## config.mk

```make
export PLATFORM = sky130hd
export DESIGN_NAME = pattern_scan_ctrl_flat
export DESIGN_NICKNAME = d
export VERILOG_FILES = /design/src/rtl/pattern_scan_pkg.sv /design/src/rtl/pattern_scan_ctrl_if.sv /design/src/rtl/pattern_match_core.sv /design/src/rtl/pattern_scan_ctrl.sv /design/src/flat_wrapper.sv
export SDC_FILE = /design/constraint.sdc
export NUM_CORES = 1
export LEC_CHECK = 0
export CORE_MARGIN = 4
export CORE_UTILIZATION = 53
export DETAILED_ROUTE_END_ITERATION = 7
export PLACE_DENSITY = 0.86
export SETUP_SLACK_MARGIN = 0.15
export SYNTH_ARGS = -nofsm -noshare
export SYNTH_HDL_FRONTEND = slang
export SYNTH_SLANG_ARGS = --single-unit
```

## constraint.sdc

```tcl
create_clock -name clk_i -period 2.9 [get_ports clk_i]
set_input_delay 0.58 -clock clk_i [delete_from_list [all_inputs] [get_ports clk_i]]
set_output_delay 0.58 -clock clk_i [all_outputs]
set_load 0.1 [all_outputs]
```

## src/rtl/pattern_scan_pkg.sv

```systemverilog
// pattern_scan_pkg: scan FSM state encoding and default widths shared by the pattern scan controller and its bench
package pattern_scan_pkg;
  localparam int DATA_W_DEF = 8;
  localparam int PAT_W_DEF = 5;
  localparam int CNT_W_DEF = 16;
  typedef enum logic [1:0] {IDLE, ARMED, SHIFT} state_e;
endpackage

```

## src/rtl/pattern_scan_ctrl_if.sv

```systemverilog
// pattern_scan_ctrl_if: word stream handshake (in_valid/in_data from source, in_ready back), master = source, slave = controller
interface pattern_scan_ctrl_if #(parameter int DATA_W = 8);
  logic in_valid;
  logic [DATA_W-1:0] in_data;
  logic in_ready;
  modport master (output in_valid, in_data, input in_ready);
  modport slave (input in_valid, in_data, output in_ready);
endinterface

```

## src/rtl/pattern_match_core.sv

```systemverilog
// pattern_match_core: serial overlapping matcher; ports clk_i, rst_ni, clear_i, valid_i, bit_i, pattern_i (MSB vs oldest bit), registered match_o
module pattern_match_core #(
  parameter int PAT_W = 5
) (
  input  logic             clk_i,
  input  logic             rst_ni,
  input  logic             clear_i,
  input  logic             valid_i,
  input  logic             bit_i,
  input  logic [PAT_W-1:0] pattern_i,
  output logic             match_o
);
  localparam int FW = $clog2(PAT_W + 1);
  logic [PAT_W-1:0] hist_q, hist_d, hist_s;
  logic [FW-1:0] fill_q, fill_d;
  logic match_q, match_d;
  always_comb begin
    hist_s = (hist_q << 1) | PAT_W'(bit_i);
    hist_d = valid_i ? hist_s : hist_q;
    fill_d = valid_i && fill_q != FW'(PAT_W) ? fill_q + 1'b1 : fill_q;
    match_d = valid_i && fill_q >= FW'(PAT_W - 1) && hist_s == pattern_i;
  end
  always_ff @(posedge clk_i or negedge rst_ni)
    if (!rst_ni) begin
      hist_q <= '0;
      fill_q <= '0;
      match_q <= 1'b0;
    end else if (clear_i) begin
      hist_q <= '0;
      fill_q <= '0;
      match_q <= 1'b0;
    end else begin
      hist_q <= hist_d;
      fill_q <= fill_d;
      match_q <= match_d;
    end
  assign match_o = match_q;
endmodule

```

## src/rtl/pattern_scan_ctrl.sv

```systemverilog
// pattern_scan_ctrl: serialises in_if words MSB-first into the match core; ports clk_i/rst_ni, start_i/stop_i, cfg_pattern_i/cfg_thresh_i, in_if, irq_clr_i, match_o/match_cnt_o/irq_o/busy_o; PSC_AUTO_STOP_EN parks in IDLE after irq
module pattern_scan_ctrl
  import pattern_scan_pkg::*;
#(
  parameter int DATA_W = DATA_W_DEF,
  parameter int PAT_W = PAT_W_DEF,
  parameter int CNT_W = CNT_W_DEF
) (
  input  logic             clk_i,
  input  logic             rst_ni,
  input  logic             start_i,
  input  logic             stop_i,
  input  logic [PAT_W-1:0] cfg_pattern_i,
  input  logic [CNT_W-1:0] cfg_thresh_i,
  input  logic             irq_clr_i,
  pattern_scan_ctrl_if.slave in_if,
  output logic             match_o,
  output logic [CNT_W-1:0] match_cnt_o,
  output logic             irq_o,
  output logic             busy_o
);
  localparam int IW = $clog2(DATA_W);
  state_e state_q, state_d;
  logic [DATA_W-1:0] sh_q, sh_d;
  logic [IW-1:0] idx_q, idx_d;
  logic [PAT_W-1:0] pat_q;
  logic [CNT_W-1:0] thr_q, cnt_q, cnt_d;
  logic irq_q, irq_d, last, ready, hs, inc, set, halt;
`ifdef PSC_AUTO_STOP_EN
  logic halt_q;
  assign halt = halt_q;
  always_ff @(posedge clk_i or negedge rst_ni)
    if (!rst_ni) halt_q <= 1'b0;
    else halt_q <= start_i ? 1'b0 : halt_q | set;
`else
  assign halt = 1'b0;
`endif
  always_comb begin
    last = idx_q == IW'(DATA_W - 1);
    ready = !halt && (state_q == ARMED || (state_q == SHIFT && last));
    hs = in_if.in_valid && ready;
    state_d = state_q;
    sh_d = sh_q;
    idx_d = idx_q;
    if (start_i) state_d = ARMED;
    else if (stop_i) state_d = IDLE;
    else if (hs) begin
      state_d = SHIFT;
      sh_d = in_if.in_data;
      idx_d = '0;
    end else if (state_q == SHIFT && !last) begin
      sh_d = sh_q << 1;
      idx_d = idx_q + 1'b1;
    end else if (state_q != IDLE) state_d = halt ? IDLE : ARMED;
    inc = match_o && cnt_q != '1;
    set = inc && cnt_q + 1'b1 == thr_q && thr_q != '0;
    cnt_d = start_i ? '0 : cnt_q + CNT_W'(inc);
    irq_d = !start_i && (set || (irq_q && !irq_clr_i));
  end
  always_ff @(posedge clk_i or negedge rst_ni)
    if (!rst_ni) begin
      state_q <= IDLE;
      sh_q <= '0;
      idx_q <= '0;
      pat_q <= '0;
      thr_q <= '0;
      cnt_q <= '0;
      irq_q <= 1'b0;
    end else begin
      state_q <= state_d;
      sh_q <= sh_d;
      idx_q <= idx_d;
      cnt_q <= cnt_d;
      irq_q <= irq_d;
      if (start_i) begin
        pat_q <= cfg_pattern_i;
        thr_q <= cfg_thresh_i;
      end
    end
  pattern_match_core #(.PAT_W(PAT_W)) u_core (
    .clk_i     (clk_i),
    .rst_ni    (rst_ni),
    .clear_i   (start_i),
    .valid_i   (state_q == SHIFT),
    .bit_i     (sh_q[DATA_W-1]),
    .pattern_i (pat_q),
    .match_o   (match_o)
  );
  assign in_if.in_ready = ready;
  assign match_cnt_o = cnt_q;
  assign irq_o = irq_q;
  assign busy_o = state_q == SHIFT;
endmodule

```

## src/flat_wrapper.sv

```systemverilog
// flat-port wrapper written by rule: the top's interface ports become plain ports
module pattern_scan_ctrl_flat import pattern_scan_pkg::*;
#(
  parameter int DATA_W = DATA_W_DEF,
  parameter int PAT_W = PAT_W_DEF,
  parameter int CNT_W = CNT_W_DEF
)
  (clk_i, rst_ni, start_i, stop_i, cfg_pattern_i, cfg_thresh_i, irq_clr_i, match_o, match_cnt_o, irq_o, busy_o, in_if_in_valid, in_if_in_data, in_if_in_ready);
  pattern_scan_ctrl_if #(.DATA_W(DATA_W)) in_if_i ();
  input  logic clk_i;
  input  logic rst_ni;
  input  logic start_i;
  input  logic stop_i;
  input  logic [PAT_W-1:0] cfg_pattern_i;
  input  logic [CNT_W-1:0] cfg_thresh_i;
  input  logic irq_clr_i;
  output logic match_o;
  output logic [CNT_W-1:0] match_cnt_o;
  output logic irq_o;
  output logic busy_o;
  input wire logic [$bits(in_if_i.in_valid)-1:0] in_if_in_valid;
  input wire logic [$bits(in_if_i.in_data)-1:0] in_if_in_data;
  output wire logic [$bits(in_if_i.in_ready)-1:0] in_if_in_ready;
  assign in_if_i.in_valid = in_if_in_valid;
  assign in_if_i.in_data = in_if_in_data;
  assign in_if_in_ready = in_if_i.in_ready;
  pattern_scan_ctrl #(.DATA_W(DATA_W), .PAT_W(PAT_W), .CNT_W(CNT_W)) u_core (.clk_i(clk_i), .rst_ni(rst_ni), .start_i(start_i), .stop_i(stop_i), .cfg_pattern_i(cfg_pattern_i), .cfg_thresh_i(cfg_thresh_i), .irq_clr_i(irq_clr_i), .in_if(in_if_i), .match_o(match_o), .match_cnt_o(match_cnt_o), .irq_o(irq_o), .busy_o(busy_o));
endmodule
```

== Word-level counts from Yosys, hierarchy flattened ==
Cells that the tools add are included.

* Flip-flop bits (word level): 59
* Bits in latches: 0
* RAM bits: 0
* Memory bits (read-only): 0
* Input bits: 35
* Output and inout bits: 20
* Word-level logic and storage cells: 65
* Memories kept: 0

* Add/sub/neg operators: 4
* Multiply operators: 0
* Divide/modulo/power cells: 0
* $lt $le $gt $ge: 1
* Eq/ne operators: 8
* Shifts and indexed selects: 0
* Mux-type cells: 15
* Bitwise operators: 3
* Reduce and logical (&&, ||, !) cells: 24

{| class="wikitable"
|+ Operators by type and width
! operator !! number
|-
| 16-bit by 1-bit adder with 16-bit output || 1
|-
| 16-bit by 1-bit adder with 16-bit output (second input constant) || 1
|-
| 16-bit == test || 1
|-
| 16-bit two-way mux || 1
|-
| 8-bit two-way mux || 2
|-
| 16-bit inequality test (second input constant) || 1
|-
| 16-bit nonzero test || 1
|-
| 3-bit two-way mux || 4
|-
| 1-bit logical AND || 11
|-
| 2-bit two-way mux || 5
|-
| 4-bit two-way mux || 2
|-
| 2-bit nonzero test || 4
|-
| 3-bit by 1-bit adder with 3-bit output (second input constant) || 2
|-
| 5-bit == test || 1
|-
| 5-bit by 1-bit bitwise OR with 5-bit output || 1
|-
| 4-bit by 3-bit inequality test with 1-bit output (second input constant) || 1
|-
| 4-bit nonzero test || 1
|-
| 3-bit == test (second input constant) || 1
|-
| 3-bit greater-or-equal comparator (second input constant) || 1
|-
| 1-bit zero test || 3
|-
| 3-bit inequality test (second input constant) || 1
|-
| 3-bit AND reduction || 1
|-
| 2-bit by 1-bit == test with 1-bit output (second input constant) || 1
|-
| 2-bit == test (second input constant) || 1
|-
| other kinds (4) || 6
|}

== Depth between registers and ports, before layout ==
Gate-level depths: netlist (run 1).

* Depth in word-level cells: 7
* Gate-level depth with buffers: 11
* Mapped depth without buffers: 9

== Cells and area by module ==
From an unflattened synthesis (run 1), not the netlist that was laid out.

* Cells, all modules: 300
* Area total of the unflattened synthesis: 3,190.6 µm²

{| class="wikitable"
|+ Modules (own cells, without submodules)
! module !! instances !! cells an instance !! area an instance (µm²) !! sequential area each (µm²)
|-
| pattern_scan_ctrl || 1 || 263 || 2,762.6 || 1,276.2
|-
| pattern_match_core || 1 || 37 || 427.9 || 200.2
|}

== Worst setup path before layout (run 1) ==
Ideal clock, no wire load.

* Kind: reg-to-reg
* Start: register u_core.cnt_q[8], in the netlist u_core.match_cnt_o[8]
* End: register u_core.cnt_q[14], in the netlist u_core.match_cnt_o[14]
* Library setup time: 133 ps
* Data arrival time: 2,766 ps
* Required time: 2,767 ps
* Slack: 1 ps
* Stages on the path, launching flop included: 11
* Path buffers: 1
* Period minus slack after synthesis: 2,899 ps
* Cells stage by stage: dfrtp_1 > and3_4 > buf_2 > nand4_1 > o21a_1 > ha_1 > ha_1 > and3_1 > nand4_1 > xnor2_1 > nor2b_1

* Word-level cells in the longest chain between the ends: 4

{| class="wikitable"
|+ RTL lines
! element !! RTL line !! source
|-
| from (decl) || pattern_scan_ctrl.sv:27 || <nowiki>logic [CNT_W-1:0] thr_q, cnt_q, cnt_d;</nowiki>
|-
| from (signal assigned) || pattern_scan_ctrl.sv:73 || <nowiki>cnt_q <= cnt_d;</nowiki>
|-
| 16-bit inequality test || pattern_scan_ctrl.sv:55 || <nowiki>inc = match_o && cnt_q != '1;</nowiki>
|-
| 1-bit logical AND || pattern_scan_ctrl.sv:55 ||
|-
| 16-bit by 1-bit adder with 16-bit output * || pattern_scan_ctrl.sv:57 || <nowiki>cnt_d = start_i ? '0 : cnt_q + CNT_W'(inc);</nowiki>
|-
| 16-bit two-way mux * || pattern_scan_ctrl.sv:57 ||
|-
| net u_core.cnt_d[14] || pattern_scan_ctrl.sv:27 ||
|}

The timed path passes the listed nets; every way through them passes the cells marked *.
A chain may end at the register's enable or synchronous reset.

== Worst setup path in the final report (run 1) ==
* Start: register u_core.cnt_q[0], in the netlist u_core.match_cnt_o[0]
* End: register u_core.cnt_q[12], in the netlist u_core.match_cnt_o[12]

Same word-level chain as after synthesis.

==> results_dict.tcl, run 1 <==
set metrics [dict create \
    wl_per_cell_um 16.0 \
    core_region_area_sq_um 5610 \
    p_int_mw 1.38 \
    synthMuxAreaShare_pct 9.41 \
    synth_top_family_by_area "simple AND/OR/NAND/NOR gates" \
    hold_class "in2async" \
    clock_latency_ns 0.34 \
    antenna_found_initial 0 \
    postRouteAntennaNets 0 \
    p_per_area_nw_per_um2 487 \
    skew_ns 0.00870 \
    fin_hold_ws_ns 0.380 \
    syn2layout_area_growth_pct 22.2 \
    drcViolationCount 0 \
    layout.cells.non_filler 428 \
    synth_area_sq_um 3140 \
    final.period_utilization_pct 87.0 \
    drv_slew 0 \
    diodes 0 \
    nets 393 \
    postCtsSetupRepairBufs 0 \
    cap_violations 0 \
    synth_xor_area_share_pct 9.49 \
    dp_cells 412 \
    ys_ff_latch 59 \
    synth.avg_cell_area_sq_um 10.5 \
    synthArstFlopShare_pct 100 \
    utilization_pct 68.4 \
    via_per_inst 5.68 \
    worstSetupEndpointType "flop" \
    status "complete, no violations" \
    grt.busiest_layer "met2" \
    finalSetupTns_ns 0 \
    synth_cells 299 \
    p_clk_share_pct 36.1 \
    p_leak_nw 1.65 \
    required_ns 3.15 \
    initial_core_util_pct 56.0 \
    combPwrFrac_pct 13.3 \
    clock_path_buffers 2 \
    final-hold-violation-count 0 \
    critPathTopFamily "simple AND/OR/NAND/NOR gates" \
    cts.hold.buffers_added 0 \
    synthAdderAreaFrac_pct 2.79 \
    crit_slowest_cell "dfrtp_2" \
    dieArea_sq_um 7220 \
    firstDrtPassIters 4 \
    grt_pass1_vias 2470 \
    path_max_fanout 8 \
    slew_headroom_pct 49.2 \
    grt_max_degree 60 \
    start_kind "flop" \
    yosysSeqAreaShare_pct 47.0 \
    crit_arrival_ns 2.78 \
    yosysUniqueCellTypes 54 \
    met1_usage_pct 26.3 \
    std_cell_rows 27 \
    place_hpwl_um 4950 \
    synth_edf_count 0 \
    syn_nets 341 \
    grt_pass1_wl_um 12100 \
    r2r_slack_ns 0.38 \
    p_sw_share_pct 26.2 \
    cts_buffers 9 \
    die_w_um 84.9 \
    crit_type "reg2reg" \
    ctsResizeCount 0 \
    htreeDepth 3 \
    final_layout_size_suffix_gt1_share_pct 22.5 \
    die_h_um 84.9 \
    synth-simple-area-share_pct 17.4 \
    p_switching_mw 0.489 \
    crit_buf_inv 0 \
    sequentialPowerShare_pct 50.5 \
    tritoncts "yes" \
    crit_top_cell "ha_1" \
    grt.total_usage_pct 20.9 \
    rsz0062_at_grt "false" \
    root_buffer "clkbuf_8" \
    synth_compound_area_share_pct 10.6 \
    min_period_ns 2.52 \
    num_vias 2431 \
    io_buffers 54 \
    wl_um 6830 \
    crit_chain "ha_1 -> nand4_1 -> o21a_1 -> ha_1 -> ha_1 -> and3_1 -> nand3_1 -> or3_1 -> a21oi_1" \
    met2_usage_pct 33.7 \
    drt-initial-drc-count 125 \
    use_met3_pct 6.80 \
    clkTransAtPathRegs_ns 0.06 \
    worst_pin_slew_ns 0.762 \
    cts_sinks 59 \
    routabilityCongestion 0.914 \
    vdd_ir_drop_max_mv 0.326 \
    ys.flop_type "dfrtp_1" \
    critPathMaxStageDelay_ns 0.46 \
    fmax_mhz 396 \
    ioPinCount 55 \
    yosysWarnings 0 \
    setup_viol_count_final 0 \
    overflow 0 \
]
[final timing paths]
| kind | to | from | depth (start not counted) |
|---|---|---|---|
| setup / recovery | u_core.match_cnt_o[12] | u_core.match_cnt_o[0] | 9 |
| hold / removal | u_core.match_cnt_o[8] | rst_ni | 2 |
| setup reg to reg | u_core.match_cnt_o[12] | u_core.match_cnt_o[0] | 9 |
| hold reg to reg | u_core.sh_q[5] | u_core.sh_q[5] | 2 |
| max in group asynchronous | u_core.match_cnt_o[10] | rst_ni | 2 |
| min in group clk_i | u_core.sh_q[5] | u_core.sh_q[5] | 2 |
[state kept, by name, indices dropped and copies added (netlist names)]
signal,cells
u_core.match_cnt_o,16
u_core.thr_q,16
u_core.sh_q,8
u_core.pat_q,5
u_core.u_core.hist_q,4
u_core.idx_q,3
u_core.u_core.fill_q,3
u_core.state_q,2
u_core.irq_o,1
u_core.u_core.match_o,1
[per-stage QoR]
| step | power (mW) | area (sq um) | setup WS, ns |
|---|---|---|---|
| after CTS | 1.88 | 3840 | 0.412 |
| after global routing | 1.97 | 3840 | 0.239 |
| after floorplan | 1.11 | 3150 | 0.233 |
| final | 1.87 | 3840 | 0.378 |
| after detailed placement | 1.21 | 3660 | 0.443 |
| after global placement | 1.20 | 3660 | 0.565 |
[per-layer routing]
metal / vias up / part of all wire (%) / routed length (um)
met2: 91 / 48 / 3290
met3: 14 / 7.6 / 521
met5: - / 0 / 0
met4: 0 / 1.4 / 99
li1: 1180 / - / -
met1: 1146 / 43 / 2920
[final cells by class]
class,instances,area [sq um]
inverter,6,25.0
clock inverter,2,10.0
multi-input combinational,219,1560
timing repair buffer,56,495
fill,478,1770
tap,72,90.1
clock buffer,14,163
sequential,59,1490
[cell families (layout without fill, tap and decap cells)]
kind of cell               after synthesis  count (layout)
AOI/OAI and AO/OA                       52              52
xor gates and xnor gates                34              34
adders and majority gates                7               7
buffers and inverters                   21              78
DFF                                     59              59
muxes                                   27              27
and+or+nand+nor                         99              99
[cell usage in the layout (no fill, tap or decap), types with 5 or more instances in the layout]
| master | instances |
|---|---|
| nand4_1 | 8 |
| nand2_1 | 24 |
| a21oi_1 | 13 |
| xor2_1 | 14 |
| nor2_1 | 15 |
| xnor2_1 | 20 |
| o21ai_1 | 7 |
| nand3_1 | 11 |
| inv_1 | 5 |
| nor2b_1 | 5 |
| nor3_1 | 6 |
| clkdlybuf4s50_1 | 32 |
| mux2_2 | 20 |
| nor4_1 | 5 |
| o21ai_0 | 11 |
| mux2i_1 | 7 |
| or3_1 | 7 |
| ha_1 | 7 |
| dfrtp_2 | 13 |
| clkbuf_8 | 11 |
| dfrtp_1 | 46 |
| buf_4 | 22 |
[Yosys cell counts, types with 4 or more instances]
cell type  instances  area, sq um
buf_2              4         20.0
or3_1              7         43.8
xor2_1            14          123
xnor2_1           20          175
clkbuf_1           7         26.3
ha_1               7         87.6
nor2b_1            5         31.3
nand3_1           11         55.1
mux2i_1            7         70.1
nand2_1           24         90.1
nor4_1             5         31.3
o21ai_1            7         35.0
dfrtp_1           59         1480
a21oi_1           13         65.1
nor2_1            15         56.3
nand4_1            8         50.1
o21ai_0           11         55.1
inv_1              5         18.8
mux2_2            20          225
nor3_1             6         30.0
[power by group through the flow]
stage          Sequential [mW]  Clock [mW]  Combinational, mW
3_5_place_dp             0.959           0              0.252
5_1_grt                  0.953       0.735              0.281
3_3_place_gp             0.957           0              0.245
6_report                 0.944       0.675              0.249
4_1_cts                  0.944       0.686              0.253
2_1_floorplan            0.943           0              0.164
[worst reg2reg max path: cells and delay by family (launching register included)]
kind / cells / cell delay (ns)
AOI/OAI and AO/OA: 2 / 0.32
adders and majority gates: 3 / 0.76
and+or+nand+nor: 4 / 0.90
DFF: 1 / 0.46
(Power assumes the default switching activity.)
==> run 2, diff against run 1 <==
--- a/config.mk
+++ b/config.mk
@@ -5,9 +5,11 @@
 export SDC_FILE = /design/constraint.sdc
 export NUM_CORES = 1
 export LEC_CHECK = 0
+export ABC_AREA = 0
 export CORE_MARGIN = 4
 export CORE_UTILIZATION = 53
 export DETAILED_ROUTE_END_ITERATION = 7
+export MAX_ROUTING_LAYER = met4
 export PLACE_DENSITY = 0.86
 export SETUP_SLACK_MARGIN = 0.15
 export SYNTH_ARGS = -nofsm -noshare
==> results_dict.tcl, run 2 (same netlist as run 1, synthesis figures left out) <==
set metrics [dict create \
    status "complete, no violations" \
    drv_slew 0 \
    postRouteAntennaNets 0 \
    r2r_slack_ns 0.38 \
    std_cell_rows 27 \
    wl_per_cell_um 16.4 \
    critPathTopFamily "simple AND/OR/NAND/NOR gates" \
    cap_violations 0 \
    grt_pass1_vias 2538 \
    clock_path_buffers 2 \
    path_max_fanout 9 \
    p_int_mw 1.44 \
    fmax_mhz 398 \
    core_region_area_sq_um 5610 \
    worst_pin_slew_ns 0.828 \
    final-hold-violation-count 0 \
    layout.cells.non_filler 428 \
    finalWorstSetupSlack_ns 0.385 \
    ctsResizeCount 0 \
    ioPinCount 55 \
    overflow 0 \
    r2r_start "u_core.match_cnt_o[1]" \
    die_h_um 84.9 \
    wl_um 7010 \
    crit_buf_inv 0 \
    p_clk_share_pct 38.3 \
    hold_class "in2async" \
    clkTransAtPathRegs_ns 0.07 \
    grt_pass1_wl_um 11900 \
    worstSetupEndpointType "flop" \
    crit_arrival_ns 2.76 \
    slew_headroom_pct 44.8 \
    vdd_ir_drop_max_mv 0.411 \
    via_per_inst 5.76 \
    setup_viol_count_final 0 \
    drt-initial-drc-count 113 \
    firstDrtPassIters 4 \
    rsz0062_at_grt "false" \
    htreeDepth 3 \
    io_buffers 54 \
    dp_cells 412 \
    syn2layout_area_growth_pct 22.9 \
    p_leak_nw 1.66 \
    initial_core_util_pct 56.0 \
    root_buffer "clkbuf_8" \
    final_layout_size_suffix_gt1_share_pct 23.0 \
    tritoncts "yes" \
    crit_top_cell "ha_1" \
    r2r_end "u_core.match_cnt_o[12]" \
    sequentialPowerShare_pct 48.8 \
    grt.total_usage_pct 21.3 \
    place_hpwl_um 5100 \
    diodes 0 \
    mostFrequentLayoutCells "46 x dfrtp_1, 32 x clkdlybuf4s50_1, 24 x nand2_1" \
    final.period_utilization_pct 86.7 \
    crit_slowest_cell "dfrtp_2" \
    skew_ns 0.00852 \
    mostFrequentLayoutCell "dfrtp_1" \
    dp_slack_ns 0.453 \
    num_vias 2465 \
    min_period_ns 2.52 \
    required_ns 3.15 \
    crit_type "reg2reg" \
    p_switching_mw 0.501 \
    finalSetupTns_ns 0 \
    drcViolationCount 0 \
    fillers 461 \
    total_power_mw 1.94 \
    antenna_found_initial 0 \
    fin_hold_ws_ns 0.332 \
    combPwrFrac_pct 12.9 \
    cts_buffers 9 \
    reg2regPathDepth 9 \
    start_kind "flop" \
    postCtsSetupRepairBufs 0 \
    p_sw_share_pct 25.8 \
    nets 393 \
    cts.hold.buffers_added 0 \
    die_w_um 84.9 \
    critPathMaxStageDelay_ns 0.47 \
    grt_max_degree 39 \
    p_per_area_nw_per_um2 503 \
    cts_sinks 59 \
    routabilityCongestion 0.921 \
    clock_latency_ns 0.34 \
    dieArea_sq_um 7220 \
    crit_chain "ha_1 -> nand4_1 -> o21a_1 -> ha_1 -> ha_1 -> and3_1 -> nand3_1 -> or3_1 -> a21oi_1" \
]
-- run 2: power by group through the flow --
stage                     combinational [mW]  sequential (mW)  clock [mW]
after floorplan                        0.164            0.943           0
after global placement                 0.245            0.957           0
after detailed placement               0.254            0.962           0
after CTS                              0.254            0.947       0.765
after global routing                   0.279            0.954       0.807
final                                  0.250            0.947       0.743
-- run 2: final cells by class --
type	count	area (sq um)	share of cell area, %
Inverter	6	25.0	0.649
Sequential cell	59	1490	38.7
Clock inverter	5	52.6	1.36
Timing Repair Buffer	56	495	12.8
Clock buffer	11	141	3.67
Tap cell	72	90.1	2.34
Multi-Input combinational cell	219	1560	40.4
-- run 2: worst max-delay path by stage --
stage / start / to / slack (ns) / depth (start not counted)
final: u_core.match_cnt_o[1] / u_core.match_cnt_o[12] / 0.38 / 9
after global routing: u_core.match_cnt_o[1] / u_core.match_cnt_o[12] / 0.27 / 9
after CTS: u_core.match_cnt_o[1] / u_core.match_cnt_o[12] / 0.43 / 9
after detailed placement: u_core.match_cnt_o[0] / u_core.match_cnt_o[12] / 0.45 / 9
after global placement: u_core.match_cnt_o[0] / u_core.match_cnt_o[12] / 0.56 / 9
after floorplan: u_core.match_cnt_o[6] / u_core.match_cnt_o[14] / 0.23 / 9
-- run 2: through the flow --
step / util (%) / area (sq um)
4_1_cts: 68.8 / 3860
3_5_place_dp: 65.3 / 3660
2_1_floorplan: - / 3150
5_1_grt: 68.8 / 3860
3_3_place_gp: 65.3 / 3660
6_report: 68.8 / 3860
-- run 2: per-layer routing --
layer  vias up  part of all wire [%]  track usage, %
li1       1174                     -               -
met1      1209                    44            26.2
met2        72                    48            33.5
met3        10                   6.2            6.12
met4         0                   1.5            7.63
met5         -                     0               -
-- run 2: worst reg2reg max path: stages, from the launching register on --
cell and delay, ns:
dfrtp_2 0.47, ha_1 0.31, nand4_1 0.11, o21a_1 0.15, ha_1 0.22, ha_1 0.22
and3_1 0.28, nand3_1 0.15, or3_1 0.34, a21oi_1 0.17
